==> config.mk <==
export PLATFORM = sky130hd
export DESIGN_NAME = aurora_link_reset_sequencer
export DESIGN_NICKNAME = d
export VERILOG_FILES = /design/src/rtl/aurora_link_reset_sequencer.sv
export SDC_FILE = /design/constraint.sdc
export NUM_CORES = 1
export LEC_CHECK = 0
export CORE_MARGIN = 1.5
export CORE_UTILIZATION = 45
export DETAILED_ROUTE_END_ITERATION = 16
export PLACE_DENSITY = 0.69
export SKIP_CTS_REPAIR_TIMING = 1
export SLEW_MARGIN = 40
export SYNTH_ARGS = -nofsm -noshare
export SYNTH_HDL_FRONTEND = slang
export SYNTH_SLANG_ARGS = --single-unit
==> constraint.sdc <==
create_clock -name INIT_CLK_IN -period 2.3 [get_ports INIT_CLK_IN]
set_input_delay 0.345 -clock INIT_CLK_IN [delete_from_list [all_inputs] [get_ports INIT_CLK_IN]]
set_output_delay 0.345 -clock INIT_CLK_IN [all_outputs]
set_load 0.005 [all_outputs]
==> src/rtl/aurora_link_reset_sequencer.sv <==
// Purpose: sequences the Aurora 8b10b core RESET / GT_RESET_IN pins and supervises CHANNEL_UP.
// Latency: outputs registered; CHANNEL_UP reaches the FSM 3 cycles after it is sampled.
// Backpressure: none; MANUAL_RESET_REQ is a single-cycle pulse, ignored while a sequence is in flight.
module aurora_link_reset_sequencer #(
    parameter int PRE_CYCLES  = 128,
    parameter int HOLD_CYCLES = 256,
    parameter int POST_CYCLES = 128,
    parameter int UP_TIMEOUT  = 2000000,
    parameter int DROP_FILTER = 16,
    parameter int MAX_RETRY   = 8,
    parameter int CNT_W       = 24
) (
    input  logic        INIT_CLK_IN,
    input  logic        RESET,
    input  logic        CHANNEL_UP,
    input  logic        MANUAL_RESET_REQ,
    output logic        SYS_RESET_OUT,
    output logic        GT_RESET_OUT,
    output logic        LINK_READY,
    output logic        LINK_FAIL,
    output logic [7:0]  RETRY_COUNT,
    output logic [15:0] DROP_COUNT,
    output logic [2:0]  STATE
);

    typedef enum logic [2:0] {
        ST_ASSERT_SYS = 3'd0,
        ST_HOLD       = 3'd1,
        ST_REL_GT     = 3'd2,
        ST_WAIT_UP    = 3'd3,
        ST_LINK_UP    = 3'd4,
        ST_FAIL       = 3'd5
    } state_t;

    // Terminal counts for each timed phase (counter runs 0 .. N-1)
    localparam logic [CNT_W-1:0] PRE_LAST  = CNT_W'(PRE_CYCLES - 1);
    localparam logic [CNT_W-1:0] HOLD_LAST = CNT_W'(HOLD_CYCLES - 1);
    localparam logic [CNT_W-1:0] POST_LAST = CNT_W'(POST_CYCLES - 1);
    localparam logic [CNT_W-1:0] TO_LAST   = CNT_W'(UP_TIMEOUT - 1);
    localparam logic [CNT_W-1:0] DROP_LAST = CNT_W'(DROP_FILTER - 1);

    // CHANNEL_UP synchronizer; deliberately left out of reset
    (* ASYNC_REG = "TRUE" *) logic chup_m1;
    (* ASYNC_REG = "TRUE" *) logic chup_m2;
    (* ASYNC_REG = "TRUE" *) logic chup_s;

    state_t             state;
    state_t             state_nxt;
    logic [CNT_W-1:0]   cnt;
    logic [CNT_W-1:0]   cnt_nxt;
    logic [CNT_W-1:0]   filt;
    logic [CNT_W-1:0]   filt_nxt;
    logic               sys_nxt;
    logic               gt_nxt;
    logic               ready_nxt;
    logic               fail_nxt;
    logic [7:0]         retry_nxt;
    logic [15:0]        drop_nxt;
    logic [7:0]         retry_inc;
    logic [15:0]        drop_inc;
    logic               manual_ok;

    // Bring CHANNEL_UP into the INIT_CLK_IN domain through three flops
    always_ff @(posedge INIT_CLK_IN) begin
        chup_m1 <= CHANNEL_UP;
        chup_m2 <= chup_m1;
        chup_s  <= chup_m2;
    end

    // Saturating increments for the slow-control counters
    assign retry_inc = (RETRY_COUNT == 8'hFF)    ? RETRY_COUNT : RETRY_COUNT + 8'd1;
    assign drop_inc  = (DROP_COUNT  == 16'hFFFF) ? DROP_COUNT  : DROP_COUNT + 16'd1;

    // A manual restart is only honoured once the reset sequence has finished
    assign manual_ok = MANUAL_RESET_REQ &&
                       ((state == ST_WAIT_UP) || (state == ST_LINK_UP) || (state == ST_FAIL));

    // Next-state and next-output logic; manual restart overrides every other event
    always_comb begin
        state_nxt = state;
        cnt_nxt   = cnt + 1'b1;
        filt_nxt  = '0;
        sys_nxt   = SYS_RESET_OUT;
        gt_nxt    = GT_RESET_OUT;
        ready_nxt = LINK_READY;
        fail_nxt  = LINK_FAIL;
        retry_nxt = RETRY_COUNT;
        drop_nxt  = DROP_COUNT;

        case (state)
            ST_ASSERT_SYS: begin
                sys_nxt   = 1'b1;
                gt_nxt    = 1'b0;
                ready_nxt = 1'b0;
                fail_nxt  = 1'b0;
                if (cnt == PRE_LAST) begin
                    cnt_nxt   = '0;
                    state_nxt = ST_HOLD;
                    gt_nxt    = 1'b1;
                end
            end
            ST_HOLD: begin
                sys_nxt = 1'b1;
                gt_nxt  = 1'b1;
                if (cnt == HOLD_LAST) begin
                    cnt_nxt   = '0;
                    state_nxt = ST_REL_GT;
                    gt_nxt    = 1'b0;
                end
            end
            ST_REL_GT: begin
                sys_nxt = 1'b1;
                gt_nxt  = 1'b0;
                if (cnt == POST_LAST) begin
                    cnt_nxt   = '0;
                    state_nxt = ST_WAIT_UP;
                    sys_nxt   = 1'b0;
                end
            end
            ST_WAIT_UP: begin
                sys_nxt = 1'b0;
                gt_nxt  = 1'b0;
                if (chup_s) begin
                    // Link-up wins over a timeout landing on the same cycle
                    cnt_nxt   = '0;
                    state_nxt = ST_LINK_UP;
                    ready_nxt = 1'b1;
                    retry_nxt = '0;
                end else if (cnt == TO_LAST) begin
                    cnt_nxt   = '0;
                    retry_nxt = retry_inc;
                    sys_nxt   = 1'b1;
                    if ((MAX_RETRY != 0) && (int'(retry_inc) >= MAX_RETRY)) begin
                        state_nxt = ST_FAIL;
                        fail_nxt  = 1'b1;
                    end else begin
                        state_nxt = ST_ASSERT_SYS;
                    end
                end
            end
            ST_LINK_UP: begin
                cnt_nxt = '0;
                sys_nxt = 1'b0;
                gt_nxt  = 1'b0;
                if (chup_s) begin
                    filt_nxt = '0;
                end else if (filt == DROP_LAST) begin
                    // Channel has been down long enough to count as a real loss
                    drop_nxt  = drop_inc;
                    ready_nxt = 1'b0;
                    sys_nxt   = 1'b1;
                    state_nxt = ST_ASSERT_SYS;
                end else begin
                    filt_nxt = filt + 1'b1;
                end
            end
            ST_FAIL: begin
                cnt_nxt  = '0;
                sys_nxt  = 1'b1;
                gt_nxt   = 1'b0;
                fail_nxt = 1'b1;
            end
            default: begin
                // Illegal encodings fall back to the start of the sequence
                cnt_nxt   = '0;
                state_nxt = ST_ASSERT_SYS;
                sys_nxt   = 1'b1;
                gt_nxt    = 1'b0;
                ready_nxt = 1'b0;
                fail_nxt  = 1'b0;
            end
        endcase

        if (manual_ok) begin
            state_nxt = ST_ASSERT_SYS;
            cnt_nxt   = '0;
            filt_nxt  = '0;
            sys_nxt   = 1'b1;
            gt_nxt    = 1'b0;
            ready_nxt = 1'b0;
            fail_nxt  = 1'b0;
            retry_nxt = '0;
        end
    end

    // State, counters and registered outputs; RESET parks GT low with SYS high
    always_ff @(posedge INIT_CLK_IN) begin
        if (RESET) begin
            state         <= ST_ASSERT_SYS;
            cnt           <= '0;
            filt          <= '0;
            SYS_RESET_OUT <= 1'b1;
            GT_RESET_OUT  <= 1'b0;
            LINK_READY    <= 1'b0;
            LINK_FAIL     <= 1'b0;
            RETRY_COUNT   <= '0;
            DROP_COUNT    <= '0;
        end else begin
            state         <= state_nxt;
            cnt           <= cnt_nxt;
            filt          <= filt_nxt;
            SYS_RESET_OUT <= sys_nxt;
            GT_RESET_OUT  <= gt_nxt;
            LINK_READY    <= ready_nxt;
            LINK_FAIL     <= fail_nxt;
            RETRY_COUNT   <= retry_nxt;
            DROP_COUNT    <= drop_nxt;
        end
    end

    assign STATE = state;

endmodule

; After elaboration in Yosys (flattened, before gate mapping)
; Index checks and enable logic that the tools add are counted.
[classes]
add_sub_neg = 4
n_lt_le_gt_ge = 1
n_mux = 34
eq_ne = 21
bitwise_logic = 6
reduce_logical = 15
[op_table]
columns = operator, n
row1 = 24-bit 2-to-1 mux, 4
row2 = 24-bit one-hot mux with 3 select lines, 1
row3 = 24-bit by 1-bit adder with 24-bit output (second input constant), 2
row4 = 24-bit by 21-bit equality test with 1-bit output (second input constant), 1
row5 = 24-bit by 4-bit equality test with 1-bit output (second input constant), 1
row6 = 24-bit by 7-bit equality test with 1-bit output (second input constant), 1
row7 = 24-bit by 8-bit equality test with 1-bit output (second input constant), 1
row8 = 3-bit 2-to-1 mux, 8
row9 = 8-bit 2-to-1 mux, 3
row10 = 3-bit one-hot mux with 6 select lines, 1
row11 = 16-bit by 1-bit adder with 16-bit output (second input constant), 1
row12 = 16-bit equality test (second input constant), 1
row13 = 1-bit 2-to-1 mux, 13
row14 = 2-bit != test (second input constant), 6
row15 = 4-bit AND reduction, 3
row16 = 1-bit one-hot mux with 3 select lines, 3
row17 = 8-bit by 1-bit adder with 8-bit output (second input constant), 1
row18 = 8-bit equality test (second input constant), 1
row19 = 8-bit by 4-bit >= comparator with 1-bit output (second input constant), 1
row20 = 7-bit AND reduction, 1
row21 = 3-bit by 2-bit equality test with 1-bit output (second input constant), 2
row22 = 3-bit equality test (second input constant), 2
row23 = 2-bit by 1-bit != test with 1-bit output (second input constant), 3
row24 = 1-bit inverter, 6
row25 = other kinds (11), 14
[totals]
input_bits = 4
ff_bits = 82
word_cells = 93
out_inout_bits = 31

; Depth between registers and ports, before layout
; Gate-level depths: netlist of the first run.
[depth]
ltp_word = 7
mapped_depth = 8
ltp_nobuf = 6

; Worst setup path before layout of the first run
; Ideal clock, no wire load.
[synth_timing]
path_kind = register to register
startpoint = register filt[0]
endpoint = register DROP_COUNT[8]
path_stages_with_launch = 7
required_ns = 2.230
setup_time_ns = 0.070
n_path_buf = 0
t_arrival_ns = 1.922
path_slack_ns = 0.307
cell_sequence = dfxtp_1 > ha_1 > and3_1 > nand4_1 > or3_4 > or4_1 > a21oi_1
[synth_via]
elab_chain_cells = 2
[synth_lines]
columns = item, line
row1 = start: declaration, 51  ; logic [CNT_W-1:0] filt;
row2 = start signal: assignment, 201  ; filt <= filt_nxt;
row3 = 24-bit by 4-bit equality test with 1-bit output, 147  ; end else if (filt == DROP_LAST) begin
row4 = 4-bit AND reduction (no line), --
row5 = end signal: assignment, 207  ; DROP_COUNT <= drop_nxt;
row6 = end: declaration, 22  ; output logic [15:0] DROP_COUNT,
; No other way between the ends.
; A chain may end at the register's enable or synchronous reset.

; Worst setup path in the final report of the first run
; Same ends and word-level chain as after synthesis.

==> results of run 1 <==
## final timing paths
| check | slack [ns] | startpoint | cells after the start | end |
|---|---|---|---|---|
| worst max-delay path | 0.18 | filt[0] | 6 | DROP_COUNT[8] |
| worst min-delay path | 0.34 | chup_m2 | 0 | chup_s |
| worst max register to register | 0.18 | filt[0] | 6 | DROP_COUNT[8] |
| worst min register to register | 0.34 | chup_m2 | 0 | chup_s |
## per-layer routing
metal / up-vias / track usage / wire (um)
li1: 1807 / - / -
met1: 1707 / 0.2647 / 4234
met2: 116 / 0.3228 / 4220
met3: 13 / 0.04697 / 626
met4: 0 / 0.08250 / 193
met5: - / 0 / 0
## area by class of cell
| cell class | instances | share of cell area |
|---|---|---|
| inverters | 7 | 0.005569 |
| multi-input cells | 366 | 0.4694 |
| clock inverters | 7 | 0.01087 |
| well taps | 108 | 0.02864 |
| flip-flops and latches | 82 | 0.3479 |
| clock buffers | 9 | 0.02625 |
| repair buffers | 57 | 0.1114 |
## synth_stat cells (6+ instances only)
library cell	number
sky130_fd_sc_hd__nor4_1	10
sky130_fd_sc_hd__and3_1	14
sky130_fd_sc_hd__nor3_1	7
sky130_fd_sc_hd__dfxtp_1	82
sky130_fd_sc_hd__nand3_1	31
sky130_fd_sc_hd__inv_1	7
sky130_fd_sc_hd__xor2_1	32
sky130_fd_sc_hd__a31oi_1	8
sky130_fd_sc_hd__nand2_1	35
sky130_fd_sc_hd__or3_1	11
sky130_fd_sc_hd__clkbuf_1	12
sky130_fd_sc_hd__xnor2_1	12
sky130_fd_sc_hd__a21oi_1	18
sky130_fd_sc_hd__and4_1	13
sky130_fd_sc_hd__o21ai_0	19
sky130_fd_sc_hd__and2_1	6
sky130_fd_sc_hd__nor2_1	69
sky130_fd_sc_hd__nand4_1	24
## logic make-up (layout without fill, tap and decap cells)
kind of cell,Yosys count,count (layout),synth area share
multiplexers,3,3,0.008215
XOR/XNOR,44,44,0.09731
buffers and inverters,26,80,0.02812
flip-flops,82,82,0.4145
AO/OA/AOI/OAI,72,72,0.1156
adder cells (fa/ha/maj),4,4,0.01264
AND/OR/NAND/NOR,242,243,0.3235
## flip-flops by register name, summed over array words and instances (netlist names), 3 cells and up
signal and count:
DROP_COUNT 16, RETRY_COUNT 8, STATE 3, cnt 24, filt 24
## report_power, final
part / switching [W] / internal (W)
Sequential: 0.0000123 / 0.00143
Clock: 0.000548 / 0.000399
Combinational: 0.0000424 / 0.0000271
Total: 0.000603 / 0.00186
## stage by stage
stage	hold WS [ns]	util	total power, W
6_report	0.3397	0.5464	0.002463
2_1_floorplan	0.3096	-	0.001522
5_1_grt	0.3463	0.5464	0.002565
3_5_place_dp	0.3207	0.5229	0.001548
4_1_cts	0.3420	0.5432	0.002496
3_3_place_gp	0.3168	0.5229	0.001545
## placed cells by master (no fill, tap or decap), drive strengths merged, types with 10 or more instances in the layout
cell type and count:
nor4 11, and4 13, nand4 24, a21oi 18, nand2 35, clkdlybuf4s50 34
inv 10, nand3 31, buf 23, o21ai 19, and3 14, nor2 70
xnor2 12, xor2 32, or3 13, dfxtp 82
## worst max-delay path, stage by stage (launching register included)
cell and delay (ns):
sky130_fd_sc_hd__dfxtp_1 0.40, sky130_fd_sc_hd__ha_1 0.18, sky130_fd_sc_hd__and3_1 0.20, sky130_fd_sc_hd__nand4_1 0.20, sky130_fd_sc_hd__or3_4 0.42, sky130_fd_sc_hd__or4_1 0.52
sky130_fd_sc_hd__a21oi_1 0.14
==> out/results.txt, run 1 <==
Setup violations remaining at the end of the flow were counted as 0. The initial core utilization is 0.4586, and the post-synthesis to final-layout area growth is 19.15%. Summing all non-filler instances in the final layout gives an area of 4718 sq um. The transition time at the pin with the least slew margin is 0.5251 ns. The run finished with clean final reports.

The tree built by TritonCTS fans out to 82 sinks. A synthesized cell averages 8.372 sq um. For the synthesized net count, the log shows 481. For the number of diodes added for antenna fixing, the log shows 0.

Wires add up to 9274 um. The area of the die was 9372 sq um. The dominant synthesized flop cell was sky130_fd_sc_hd__dfxtp_1. The tool flagged a number of max-cap violations equal to 0. The count of input and output buffers was 34. The tools report the post-placement worst setup slack as 0.1028 ns. Fill cells in the final layout number 838. Sequential element share of the synthesized area: 0.4145. TritonCTS built the clock tree. STA classifies the critical path endpoint as a register. The clock latency of the later-clocked register in the worst-skew pair was 0.35 ns.

The number of enable-type register cells in the synthesized netlist was 0; the height of the die was 96.81 um. The area of the mapped netlist was 3960 sq um; the max-slew violation total from the final report was 0. The worst slew slack as a fraction of its limit is 0.6467, and the depth of the CTS H-tree is 3. The power density of the placed cells was 522.0 nW/um^2.

Timing would allow up to 0.4717 GHz. Pin placement for this block handled 35 I/O pins. Wire length of the first global-routing pass: 15920 um. The area share of the largest cell type after synthesis was 0.4145.

After detailed routing, the average wire length per cell comes to 14.58 um. After layout, the minimum clock period comes to 2.120 ns. The fraction of final layout cells with drive strength greater than 1 is 0.09848.

Setup repair after global routing left no endpoint under its margin. Summing over every cut layer, the via total after detailed routing is 3643. The floorplan has 34 rows.

The final critical-path share of the clock period was 0.9217; the worst clock skew on the final layout was 0.01053 ns. The storage element area came out at 1642 sq um. In this run the horizontal extent of the chip is 96.81 um. The first detailed-routing pass ran for 5 iterations.

At the end of routability-driven placement, the weighted congestion stood at 0.8898. After detailed routing, the number of remaining DRC violations is 0. Counting tap cells, the placed design contains a total of 618 instances. Once detail routing completed, the nets flagged for antenna violations numbered 0.

The tools report the TritonCTS buffer count as 9. After the first detailed-routing iteration, the DRC count stood at 158. The root buffer cell chosen for the clock tree is sky130_fd_sc_hd__clkbuf_8.

Entering global routing, the biggest net connects 25 pins. Yosys attributes the largest share of cell area to sky130_fd_sc_hd__dfxtp_1, sky130_fd_sc_hd__xor2_1, sky130_fd_sc_hd__nor2_1. The tools report the launching element type of the critical path as a register.

The number of antenna violations at the first check in global routing is 0. Kind of critical path: reg -> reg. The standard cell core area is 8636 sq um.

Signal arrival time at the worst endpoint: 2.41 ns. Of all cell types, the one taking the most synthesized area is sky130_fd_sc_hd__dfxtp_1. Setup total negative slack on the finished layout was measured at 0 ns.

Cell area after placement: 4516 sq um. The number of library cell types mapped by synthesis is 53, and the gate count of the mapped netlist is 473. The required time of the critical path was 2.59 ns; the post-layout worst setup margin was 0.1801 ns.

In this run, synthesis produced a sequential element count of 82. No sink is reached through more buffers than the 2 on the longest clock path. The post-synthesis async set-or-reset flop share is 0. For this run the aggregate overflow at the end of global routing stands at 0. The top fanout value on the critical path is 5. Clock-pin slew was measured on the worst setup and hold paths at 0.09 ns.

Summing all multi-input logic gate instances after layout gives 2215 sq um. The detailed placer's ending HPWL was 6474 um; the vias per cell was 5.728. For this design the static power due to leakage is 1.610 nW. The via count of the first global-routing pass was 3387.

The final hold violation count was 0; the aggregate global-route resource usage was 0.2027. The finished layout holds 636 standard cells, fillers aside. For the peak supply drop, the log shows 0.3733 mV. The number of warnings issued by yosys came out at 0.

For this run, the post-layout net count is 531. The worst min-delay path category was reg -> reg.
Power figures use the tool's default switching activity.
==> inputs of run 2 (changes only) <==
Settings changed: CORE_MARGIN 1.5 to 2, CORE_UTILIZATION 45 to 57, HOLD_SLACK_MARGIN set to 0.08, PLACE_DENSITY 0.69 to 0.83.
==> run 2 against run 1 <==
Effect of this change: fmax is 2.3% lower; largest power group unchanged; setup slack worse by 0.051 ns; sequential power hardly changed; highest routed layer unchanged.
==> out/results.txt, run 2 (same netlist as run 1, synthesis figures left out) <==
In the final timing run, aggregate negative setup slack is 0 ns. The core region is 6756 sq um. For the final database, setup skew stands at 0.008220 ns. The placer's final routability congestion estimate was 0.8549; the total routed wirelength was 8925 um.

The fraction of final layout cells with drive strength greater than 1 was 0.09524. For this design, the sink count on the clock tree is 82. The cell area after placement was 4443 sq um; the depth of the worst register-to-register path was 7. STA classifies the critical path startpoint as a register. The worst-path cell with the longest stage delay is sky130_fd_sc_hd__or3_4. Measured along the y axis, the die boundary spans 87.35 um.

Time the final worst path needs with I/O delays and setup: 2.171 ns. Pin count of the biggest net entering global routing: 25. After detailed routing, the number of vias per cell comes to 6.038.

The final critical-path share of the clock period is 0.9438, and the top-level I/O count is 35. The top fanout value on the critical path came out at 8. The total instance count after detailed placement came out at 585. The clock passes through at most 2 buffers. The tools report the initial core utilization as 0.5861. The clock transition at the registers of the reported paths works out to 0.09 ns. In the final routed layout, each cell accounts on average for 14.75 um.

The tools report the clock root buffer as sky130_fd_sc_hd__clkbuf_8. The reported max-cap violation count was 0; the number of nets with antenna violations after routing was 0. The number of diodes added for antenna fixing came out at 0.

The run gives 0 as the max-slew violation total from the final report. IR analysis of the VDD net gives a maximum drop of 0.4120 mV. For the wire length of the first global-routing pass, the log shows 14680 um. The startpoint identified for the worst hold timing path is chup_m1. The run gives 9 as the TritonCTS buffer count. Setup violations remaining at the end of the flow were counted as 0.

In this design, the stage delay of the slowest critical-path cell is 0.48 ns. Once layout is done, the placed cells without fillers occupy 4657 sq um. The critical path buffer and inverter count was 1; the leakage power was 1.591 nW. Measured along the x axis, the die boundary spans 87.35 um. The aggregate global-route resource usage came out at 0.2377. The clock reaches the later pin of the worst-skew pair after 0.35 ns. The detailed router finished its first iteration with 260 violations.

Summed over all nets, the half-perimeter wirelength after detailed placement is 6076 um. The total number of nets in the final design is 528. The reg-to-reg critical path startpoint was filt[1]. Port buffering added 34 buffers. TritonCTS built the clock tree. The tools report the depth of the CTS H-tree as 3. Leaving out filler cells and counting taps, the final layout contains 605.

The most frequent standard cell in the layout excluding fill and tap cells is sky130_fd_sc_hd__dfxtp_1. The worst register-to-register path ends at DROP_COUNT[6]. The first TritonRoute pass finished after 4 iterations.

The critical path goes through ha_1, and3_1, nand4_1, or3_4, buf_4, or3_1, a21oi_1. The power density of the placed cells is 534.2 nW/um^2, and the transition time at the pin with the least slew margin is 0.4807 ns. The routed layout has 3653 vias. The sort of element at the end of the critical path was a register. The run gives 3335 as the via count of the first global-routing pass.

The signal arrival time at the worst endpoint was 2.46 ns; the setup slack of the most critical reg-to-reg path was 0.13 ns. The min-delay analysis places its worst path in the category reg -> reg. In the final layout, the registers with the most flip-flops are cnt x24, filt x24, DROP_COUNT x16. The number of antenna violations at the first check in global routing came out at 0. Row generation in the floorplan step produced 30 rows.

Setup repair after global routing left no endpoint under its margin. The die covers 7630 sq um. Kind of critical path: reg -> reg. The logs give 0 for the final global-route overflow total and 0.6893 for the final design utilization. For hold timing, the worst endpoint is chup_m2.

The worst hold path was traced through 0 stages. Static timing analysis puts the maximum clock frequency at 0.4607 GHz. The run finished with clean final reports.

The kind of cell adding the most delay to the critical path is simple AND/OR/NAND/NOR gates. In the routed design, unresolved DRC markers number 0. The post-synthesis to final-layout area growth came out at 17.60%. The required time of the critical path came out at 2.59 ns. The run gives 0.6766 as the worst slew slack as a fraction of its limit. In the layout the commonest cells are sky130_fd_sc_hd__dfxtp_1, sky130_fd_sc_hd__nor2_1, sky130_fd_sc_hd__nand2_1. The final hold violation count is 0.
run 2: changes by cell type in the layout (fill, tap and decap cells not counted), sizes merged:
cell and delta:
clkinv -1, inv +1, buf -3
run 2: worst max path at each step:
stage                 start             end  depth (start not counted)
CTS                  cnt[9]  RETRY_COUNT[3]                          5
floorplan           filt[0]   DROP_COUNT[8]                          6
global route        filt[1]   DROP_COUNT[8]                          6
detailed placement   cnt[9]  RETRY_COUNT[3]                          5
finish              filt[1]   DROP_COUNT[6]                          7
global placement    filt[0]   DROP_COUNT[8]                          6
run 2: layout make-up:
| class | count | area [sq um] |
|---|---|---|
| clock buffers | 9 | 123.9 |
| clock inverters | 7 | 58.81 |
| fillers | 527 | 2100 |
| inverters | 7 | 26.28 |
| multi-input cells | 366 | 2215 |
| flip-flops and latches | 82 | 1643 |
| well taps | 80 | 100.1 |
| repair buffers | 54 | 490.5 |
run 2: layer usage:
| layer | track usage | wire length (um) |
|---|---|---|
| met4 | 0.07273 | 87 |
| met3 | 0.06540 | 508 |
| met1 | 0.3093 | 4114 |
| met5 | 0 | 0 |
| met2 | 0.3843 | 4214 |
run 2: metrics by stage:
stage                     setup WS, ns  hold WS, ns  total power, W
after floorplan                 0.3072       0.3096        0.001522
after global placement          0.1650       0.3123        0.001543
after detailed placement        0.1270       0.3146        0.001546
after CTS                      0.09340       0.3355        0.002506
after global routing          0.009279       0.3527        0.002589
final                           0.1292       0.3317        0.002488
run 2: where the power goes:
group | switching (W) | internal [W] | leakage (nW)
logic | 0.0000405 | 0.0000264 | 0.841
registers | 0.0000129 | 0.00143 | 0.663
clock network | 0.000565 | 0.000409 | 0.0872
